## config.mk

```make
export PLATFORM = sky130hd
export DESIGN_NAME = if_fetch_stage
export DESIGN_NICKNAME = d
export VERILOG_FILES = /design/src/rtl/if_fetch_stage_pkg.sv /design/src/rtl/if_fetch_stage_fetch_queue.sv /design/src/rtl/if_fetch_stage.sv
export SDC_FILE = /design/constraint.sdc
export NUM_CORES = 1
export LEC_CHECK = 0
export CAP_MARGIN = 0
export CORE_UTILIZATION = 55
export CTS_CLUSTER_SIZE = 40
export DETAILED_ROUTE_END_ITERATION = 8
export PLACE_DENSITY = 0.79
export SYNTH_ARGS = -nofsm -noshare
export SYNTH_HDL_FRONTEND = slang
export SYNTH_HIERARCHICAL = 1
export SYNTH_SLANG_ARGS = --single-unit
```

## constraint.sdc

```tcl
create_clock -name clk -period 4.6 [get_ports clk]
set_clock_uncertainty 0.1 [all_clocks]
set_input_delay 0.92 -clock clk [delete_from_list [all_inputs] [get_ports clk]]
set_output_delay 0.92 -clock clk [all_outputs]
set_load 0.02 [all_outputs]
```

## src/rtl/if_fetch_stage_pkg.sv

```systemverilog
// Shared fetch-stage definitions: the NOP encoding, control-transfer opcodes,
// the queue entry layout and a PC alignment helper.
package if_fetch_stage_pkg;

  localparam int XLEN = 32;

  localparam logic [XLEN-1:0] NOP_INSTR = 32'h0000_0013;  // addi x0, x0, 0

  localparam logic [6:0] OP_BRANCH = 7'b1100011;
  localparam logic [6:0] OP_JAL    = 7'b1101111;
  localparam logic [6:0] OP_JALR   = 7'b1100111;

  // One buffered fetch: the word and the PC it was read from.
  typedef struct packed {
    logic [XLEN-1:0] pc;
    logic [XLEN-1:0] instr;
  } fetch_entry_t;

  // Redirect targets are forced onto a word boundary.
  function automatic logic [XLEN-1:0] align_pc(input logic [XLEN-1:0] pc);
    return {pc[XLEN-1:2], 2'b00};
  endfunction

endpackage

```

## src/rtl/if_fetch_stage_fetch_queue.sv

```systemverilog
// Show-ahead FIFO of {pc, instr} entries between imem and decode.
// Flush empties it in one cycle and takes priority over push and pop.
module fetch_queue
  import if_fetch_stage_pkg::*;
#(
  parameter  int DEPTH = 4,
  localparam int PW    = $clog2(DEPTH),
  localparam int CW    = PW + 1
) (
  input  logic         clk,
  input  logic         reset,
  input  logic         push,
  input  fetch_entry_t push_data,
  input  logic         pop,
  input  logic         flush,
  output fetch_entry_t head,
  output logic         full,
  output logic         empty,
  output logic [CW-1:0] count
);

  fetch_entry_t  mem_q [DEPTH];
  logic [PW-1:0] wr_ptr_q, rd_ptr_q;
  logic [CW-1:0] count_q;
  logic          do_push, do_pop;

  assign full    = (count_q == CW'(DEPTH));
  assign empty   = (count_q == '0);
  assign count   = count_q;
  assign head    = mem_q[rd_ptr_q];
  assign do_push = push && !full;
  assign do_pop  = pop && !empty;

  // Pointer and occupancy update; pointers wrap naturally at the power-of-two depth.
  always_ff @(posedge clk) begin
    if (reset || flush) begin
      wr_ptr_q <= '0;
      rd_ptr_q <= '0;
      count_q  <= '0;
    end else begin
      if (do_push) wr_ptr_q <= wr_ptr_q + PW'(1);
      if (do_pop)  rd_ptr_q <= rd_ptr_q + PW'(1);
      unique case ({do_push, do_pop})
        2'b10:   count_q <= count_q + CW'(1);
        2'b01:   count_q <= count_q - CW'(1);
        default: count_q <= count_q;
      endcase
    end
  end

  // Storage write; contents need no reset because count gates visibility.
  always_ff @(posedge clk) begin
    if (!reset && !flush && do_push) mem_q[wr_ptr_q] <= push_data;
  end

endmodule

```

## src/rtl/if_fetch_stage.sv

```systemverilog
// Instruction fetch: PC register, imem issue, response capture into the
// fetch queue, redirect flush and misaligned-redirect reporting.
module if_fetch_stage
  import if_fetch_stage_pkg::*;
#(
  parameter logic [31:0] RESET_PC = 32'h0000_0000,
  parameter int          QDEPTH   = 4
) (
  input  logic        clk,
  input  logic        reset,
  output logic        imem_req,
  output logic [31:0] imem_addr,
  input  logic [31:0] imem_rdata,
  input  logic        redirect_valid,
  input  logic [31:0] redirect_pc,
  output logic        id_valid,
  input  logic        id_ready,
  output logic [31:0] id_instr,
  output logic [31:0] id_pc,
  output logic        misalign_err
);

  localparam int CW = $clog2(QDEPTH) + 1;

  logic [31:0]   fetch_pc_q, fetch_pc_d;
  logic          inflight_q, inflight_d;
  logic [31:0]   inflight_pc_q, inflight_pc_d;
  logic          misalign_q, misalign_d;

  fetch_entry_t  q_head, q_push_data;
  logic          q_push, q_pop, q_full, q_empty;
  logic [CW-1:0] q_count, occupancy;
  logic          issue;

  // Slots already promised to an in-flight read count as occupied, so the
  // queue can never be pushed while full.
  assign occupancy = q_count + CW'(inflight_q);
  assign issue     = !reset && !redirect_valid && (occupancy < CW'(QDEPTH));

  // A redirect this cycle kills the response arriving now; clearing the
  // in-flight flag at a redirect kills the one that would arrive next cycle.
  assign q_push      = inflight_q && !redirect_valid;
  assign q_push_data = '{pc: inflight_pc_q, instr: imem_rdata};
  assign q_pop       = id_valid && id_ready;

  fetch_queue #(.DEPTH(QDEPTH)) u_queue (
    .clk       (clk),
    .reset     (reset),
    .push      (q_push),
    .push_data (q_push_data),
    .pop       (q_pop),
    .flush     (redirect_valid),
    .head      (q_head),
    .full      (q_full),
    .empty     (q_empty),
    .count     (q_count)
  );

  // Next PC, in-flight tracking and misalign pulse.
  always_comb begin
    fetch_pc_d    = fetch_pc_q;
    inflight_d    = issue;
    inflight_pc_d = inflight_pc_q;
    misalign_d    = redirect_valid && (redirect_pc[1:0] != 2'b00);
    if (redirect_valid) begin
      fetch_pc_d = align_pc(redirect_pc);
    end else if (issue) begin
      fetch_pc_d    = fetch_pc_q + 32'd4;
      inflight_pc_d = fetch_pc_q;
    end
  end

  // State register with synchronous reset.
  always_ff @(posedge clk) begin
    if (reset) begin
      fetch_pc_q    <= RESET_PC;
      inflight_q    <= 1'b0;
      inflight_pc_q <= RESET_PC;
      misalign_q    <= 1'b0;
    end else begin
      fetch_pc_q    <= fetch_pc_d;
      inflight_q    <= inflight_d;
      inflight_pc_q <= inflight_pc_d;
      misalign_q    <= misalign_d;
      assert (!(q_push && q_full));
    end
  end

  // Interface outputs; an empty queue presents a NOP at RESET_PC.
  always_comb begin
    imem_req     = issue;
    imem_addr    = fetch_pc_q;
    id_valid     = !q_empty;
    id_instr     = q_empty ? NOP_INSTR : q_head.instr;
    id_pc        = q_empty ? RESET_PC  : q_head.pc;
    misalign_err = misalign_q;
  end

endmodule

```

==> results.json, run 1 <==
{
  "htreeDepth": 2,
  "port_buffers": 164,
  "min_path_type": "flip-flop to flip-flop",
  "power_mw": 6.20,
  "dp_hpwl_um": 15700,
  "fin_crit_ps": 3810,
  "yosys_warnings": 6,
  "diodes": 0,
  "syn_to_final_growth_pct": 23.8,
  "setup_viol": 0,
  "routed-wl-met3_um": 1860,
  "cts_setup_buffers": 0,
  "drtIter0Drc": 588,
  "drtPass1Iterations": 5,
  "clk_latency_ps": 500,
  "hold_viol_final": 0,
  "clkTransAtPathRegs_ps": 60,
  "holdPathStages": 2,
  "ant_nets": 0,
  "cpLargestDelayFamily": "flip-flops",
  "endpoint_kind": "primary output",
  "crit_required_ps": 3580,
  "grt.overflow.total": 0,
  "top_layer_used": "met4",
  "grt_pass1_wl_um": 42400,
  "chipWidth_um": 156,
  "fp.dieArea_um2": 24400,
  "met2_length_um": 13200,
  "synth_area_um2": 13100,
  "drv_slew": 0,
  "start_util_pct": 55.9,
  "rows": 56,
  "coreArea_um2": 23400,
  "cap_violations": 0,
  "p_leak_nw": 5.21,
  "rr_worst_depth": 10,
  "cts_resized": 0,
  "wl_um": 27400,
  "clkSinkCount": 327,
  "num-nets-final": 1070,
  "io_pins": 167,
  "critPathMaxFanout": 56,
  "critical_path_buf_inv_count": 2,
  "cts_tree": "built",
  "holdBufCountCts": 0,
  "rsz0062_at_grt": "no",
  "num_vias": 7609,
  "fmax_ghz": 0.263,
  "timing.hold.ws_ps": 419,
  "syn_inst": 825,
  "tightestPinTransition_ps": 1200,
  "slew_headroom_pct": 19.7,
  "wl_per_cell_um": 20.5,
  "peakVddDrop_mv": 0.261,
  "syn_area_per_cell_um2": 15.9,
  "period_share_pct": 82.8,
  "die_y_um": 156,
  "startpoint_type": "flip-flop",
  "path_cells": "buf_4, mux4_2, nor2b_1, clkdlybuf4s50_1",
  "cp_slowest_stage_delay_ps": 890,
  "worstSetupPathType": "flip-flop to primary output",
  "cts_max_path_buffers": 3,
  "cp_num_cells": 4,
  "root_buffer": "clkbuf_16",
  "grt_max_degree": 71,
  "numCtsBuffers": 34,
  "final_layout_size_suffix_gt1_share_pct": 14.7,
  "crit_slowest_cell": "dfxtp_4",
  "drcViolationCount": 0,
  "arrival_ps": 2790,
  "place.gp.congestion": 0.840,
  "grt_pass1_vias": 7416,
  "antenna_found_initial": 0,
  "finalSetupTns_ps": 0,
  "m1WireLength_um": 11900,
  "gr-usage-all-layers_pct": 23.0,
  "via_per_inst": 5.68,
  "cellPowerDensity_nw_per_um2": 383,
  "status": "finished clean"
}
layer usage:
layer	vias to the layer above	track usage, %
met5	-	0
met4	0	6.12
met3	43	4.13
met2	319	36.9
met1	3765	32.8
li1	3482	-
final timing paths:
kind                                  start                             end  slack (ps)
max                               flip-flop                    id_instr[19]         790
min          inflight_pc_q[22]$_SDFFE_PP0P_  inflight_pc_q[22]$_SDFFE_PP0P_         420
min reg2reg  inflight_pc_q[22]$_SDFFE_PP0P_  inflight_pc_q[22]$_SDFFE_PP0P_         420
max reg2reg   u_queue/count[2]$_SDFFE_PP0P_   u_queue/count[2]$_SDFFE_PP0P_        1620
flip-flops by register name, summed over array words and instances (netlist names), named ones only:
| register | flops |
|---|---|
| imem_addr | 30 |
| inflight_pc_q | 30 |
| inflight_q | 1 |
| misalign_err | 1 |
| u_queue/count | 3 |
| u_queue/mem_q | 256 |
| u_queue/rd_ptr_q | 2 |
| u_queue/wr_ptr_q | 2 |
cells in the final DEF, fill, tap and decap left out, drive strengths merged, types with 3 or more instances in the layout:
cell type,n
bufinv,3
nor3,7
a211oi,11
xor2,9
nand3b,25
o22ai,9
or3,4
ha,6
nor2,24
inv,15
a311oi,4
conb,10
clkinv,15
clkdlybuf4s50,163
and2,10
clkbuf,41
mux4,64
o21ai,10
nand4,12
nor2b,64
nor4,14
dfxtp,71
or2,4
nand2,76
a31oi,11
edfxtp,256
a21oi,11
nand3,11
and4,4
buf,16
xnor2,17
and3,7
cell type report:
class | instances | area (um2)
flip-flops and latches | 327 | 9120
well taps | 319 | 399
multi-input cells | 439 | 3740
clock inverters | 20 | 188
fillers | 1548 | 7200
repair buffers | 179 | 1810
inverters | 14 | 52.6
clock buffers | 41 | 897
metrics by stage:
step	area [um2]	worst slack [ps]	util, %	cells
4_1_cts	16200	711	69.2	1339
3_3_place_gp	15100	1170	64.6	1278
6_report	16200	791	69.2	1339
5_1_grt	16200	627	69.2	1339
2_1_floorplan	13100	837	-	834
3_5_place_dp	15100	1180	64.6	1278
worst register-to-register path, delay by kind of cell, from the launching register on:
family,cells,cell delay [ps]
adder cells (fa/ha/maj),2,610
flip-flops,1,470
XOR/XNOR,1,160
AND/OR/NAND/NOR,4,1010
buffers and inverters,2,410
AO/OA/AOI/OAI,1,160
power by group:
part / internal (mW) / switching [mW] / leakage [nW] / total (mW)
Sequential: 3.22 / 0.0566 / 2.92 / 3.27
Clock: 1.57 / 1.08 / 0.532 / 2.65
Combinational: 0.140 / 0.142 / 1.76 / 0.282
Total: 4.92 / 1.28 / 5.21 / 6.20
No activity file was read; power rests on OpenSTA's default activity.
==> inputs of run 2 (changes only) <==
clock period = 4 ns   (was 4.6 ns; I/O delays follow)
==> results.json, run 2 (synthesis results as in run 1) <==
{
  "rr_endpoint": "u_queue/count[2]$_SDFFE_PP0P_",
  "die_y_um": 156,
  "crit_required_ps": 3100,
  "htreeDepth": 2,
  "final_layout_size_suffix_gt1_share_pct": 15.9,
  "endpoint_kind": "primary output",
  "nFillCells": 1561,
  "drtPass1Iterations": 7,
  "grt_pass1_vias": 7680,
  "drv_slew": 0,
  "place_ws_ps": 766,
  "cellPowerDensity_nw_per_um2": 446,
  "num_vias": 7608,
  "drcViolationCount": 0,
  "start_util_pct": 55.9,
  "root_buffer": "clkbuf_16",
  "rsz0062_at_grt": "no",
  "period_share_pct": 90.8,
  "rows": 56,
  "power_frac_comb_pct": 4.4,
  "peakVddDrop_mv": 0.251,
  "rr_worst_depth": 10,
  "cts_max_path_buffers": 3,
  "cap_violations": 0,
  "worstSetupPathType": "flip-flop to primary output",
  "power.internal_mw": 5.82,
  "cts_setup_buffers": 0,
  "port_buffers": 164,
  "holdPathStages": 2,
  "pwr-share-clk_pct": 43.9,
  "seqPwrFrac_pct": 51.7,
  "arrival_ps": 2730,
  "multi_input_area_um2": 3740,
  "numCtsBuffers": 34,
  "p_switching_mw": 1.46,
  "via_per_inst": 5.66,
  "dp_hpwl_um": 16000,
  "layout_common_cells": "edfxtp_1 (256), clkdlybuf4s50_1 (163), nand2_1 (75)",
  "fin_crit_ps": 3630,
  "place.gp.congestion": 0.868,
  "io_pins": 167,
  "timing.hold.ws_ps": 402,
  "grt_max_degree": 71,
  "tightestPinTransition_ps": 1120,
  "grt.overflow.total": 0,
  "crit_path_end": "id_pc[4]",
  "gr-usage-all-layers_pct": 22.2,
  "fmax_ghz": 0.275,
  "coreArea_um2": 23400,
  "largest_reg_flops": 256,
  "utilization_pct": 69.8,
  "regArea_um2": 9120,
  "drtIter0Drc": 583,
  "clkTransAtPathRegs_ps": 60,
  "clk_latency_ps": 500,
  "antenna_found_initial": 0,
  "worst_slack_ps": 368,
  "holdBufCountCts": 0,
  "status": "finished clean",
  "setup_viol": 0,
  "startpoint_type": "flip-flop",
  "p_leak_nw": 5.28,
  "ant_nets": 0,
  "reg2reg_from": "u_queue/count[2]$_SDFFE_PP0P_",
  "finalSetupTns_ps": 0,
  "fp.dieArea_um2": 24400,
  "power_mw": 7.28,
  "top_register": "u_queue/mem_q",
  "layout_commonest_cell": "edfxtp_1",
  "num-nets-final": 1074,
  "syn_to_final_growth_pct": 24.8,
  "slew_headroom_pct": 25.1,
  "critPathMaxFanout": 28,
  "wl_per_cell_um": 19.4,
  "hold_viol_final": 0,
  "cts_tree": "built",
  "diodes": 0,
  "reg2reg_slack_ps": 1360,
  "grt_pass1_wl_um": 41200,
  "chipWidth_um": 156,
  "clkSinkCount": 327,
  "min_path_type": "flip-flop to flip-flop",
  "cts_resized": 0,
  "wl_um": 26000,
  "swShare_pct": 20.1
}
## run 2: cell count changes in the layout (fill, tap and decap cells not counted), moves of 2 or more
cell / previous run / this run
clkinv_1: 8 / 2
buf_4: 10 / 12
clkinv_2: 6 / 10
buf_12: 5 / 7
clkbuf_8: 2 / 5
clkbuf_1: 5 / 2
## run 2: worst min-delay path by stage
stage               slack [ps]                        startpoint   endpoint
detailed placement         380  u_queue/rd_ptr_q[1]$_SDFFE_PP0P_  flip-flop
CTS                        400  u_queue/rd_ptr_q[1]$_SDFFE_PP0P_  flip-flop
floorplan                  360  u_queue/rd_ptr_q[1]$_SDFFE_PP0P_  flip-flop
global route               420  u_queue/rd_ptr_q[1]$_SDFFE_PP0P_  flip-flop
global placement           360  u_queue/rd_ptr_q[1]$_SDFFE_PP0P_  flip-flop
finish                     400  u_queue/rd_ptr_q[1]$_SDFFE_PP0P_  flip-flop
## run 2: stage by stage
step                      instances  instance area, um2
final                          1343               16300
after global routing           1343               16300
after CTS                      1343               16300
after detailed placement       1282               15200
after global placement         1282               15200
after floorplan                 834               13100
## run 2: layout make-up
class                   count  share of cell area [%]
well taps                 319                    2.44
inverters                  14                   0.322
clock inverters            19                    1.27
clock buffers              42                    5.83
repair buffers            183                    11.4
multi-input cells         439                    22.9
flip-flops and latches    327                    55.8
## run 2: critical path, cell delays in order (launching register included)
cell and delay (ps):
dfxtp_4 640, buf_12 300, mux4_2 530, nor2b_1 160
clkdlybuf4s50_1 560
## run 2: power by group through the flow
| stage | sequential [mW] | clock, mW | combinational (mW) |
|---|---|---|---|
| floorplan | 3.84 | 0 | 0.129 |
| global placement | 3.83 | 0 | 0.315 |
| detailed placement | 3.83 | 0 | 0.321 |
| CTS | 3.76 | 3.26 | 0.324 |
| global route | 3.77 | 3.40 | 0.348 |
| finish | 3.76 | 3.19 | 0.323 |
## run 2: metal layers
metal	GRT usage (%)	vias to the layer above	routed length [um]
met1	31.1	3765	11400
li1	-	3491	-
met4	5.93	0	373
met5	0	-	0
met2	36.3	321	12600
met3	3.63	31	1700
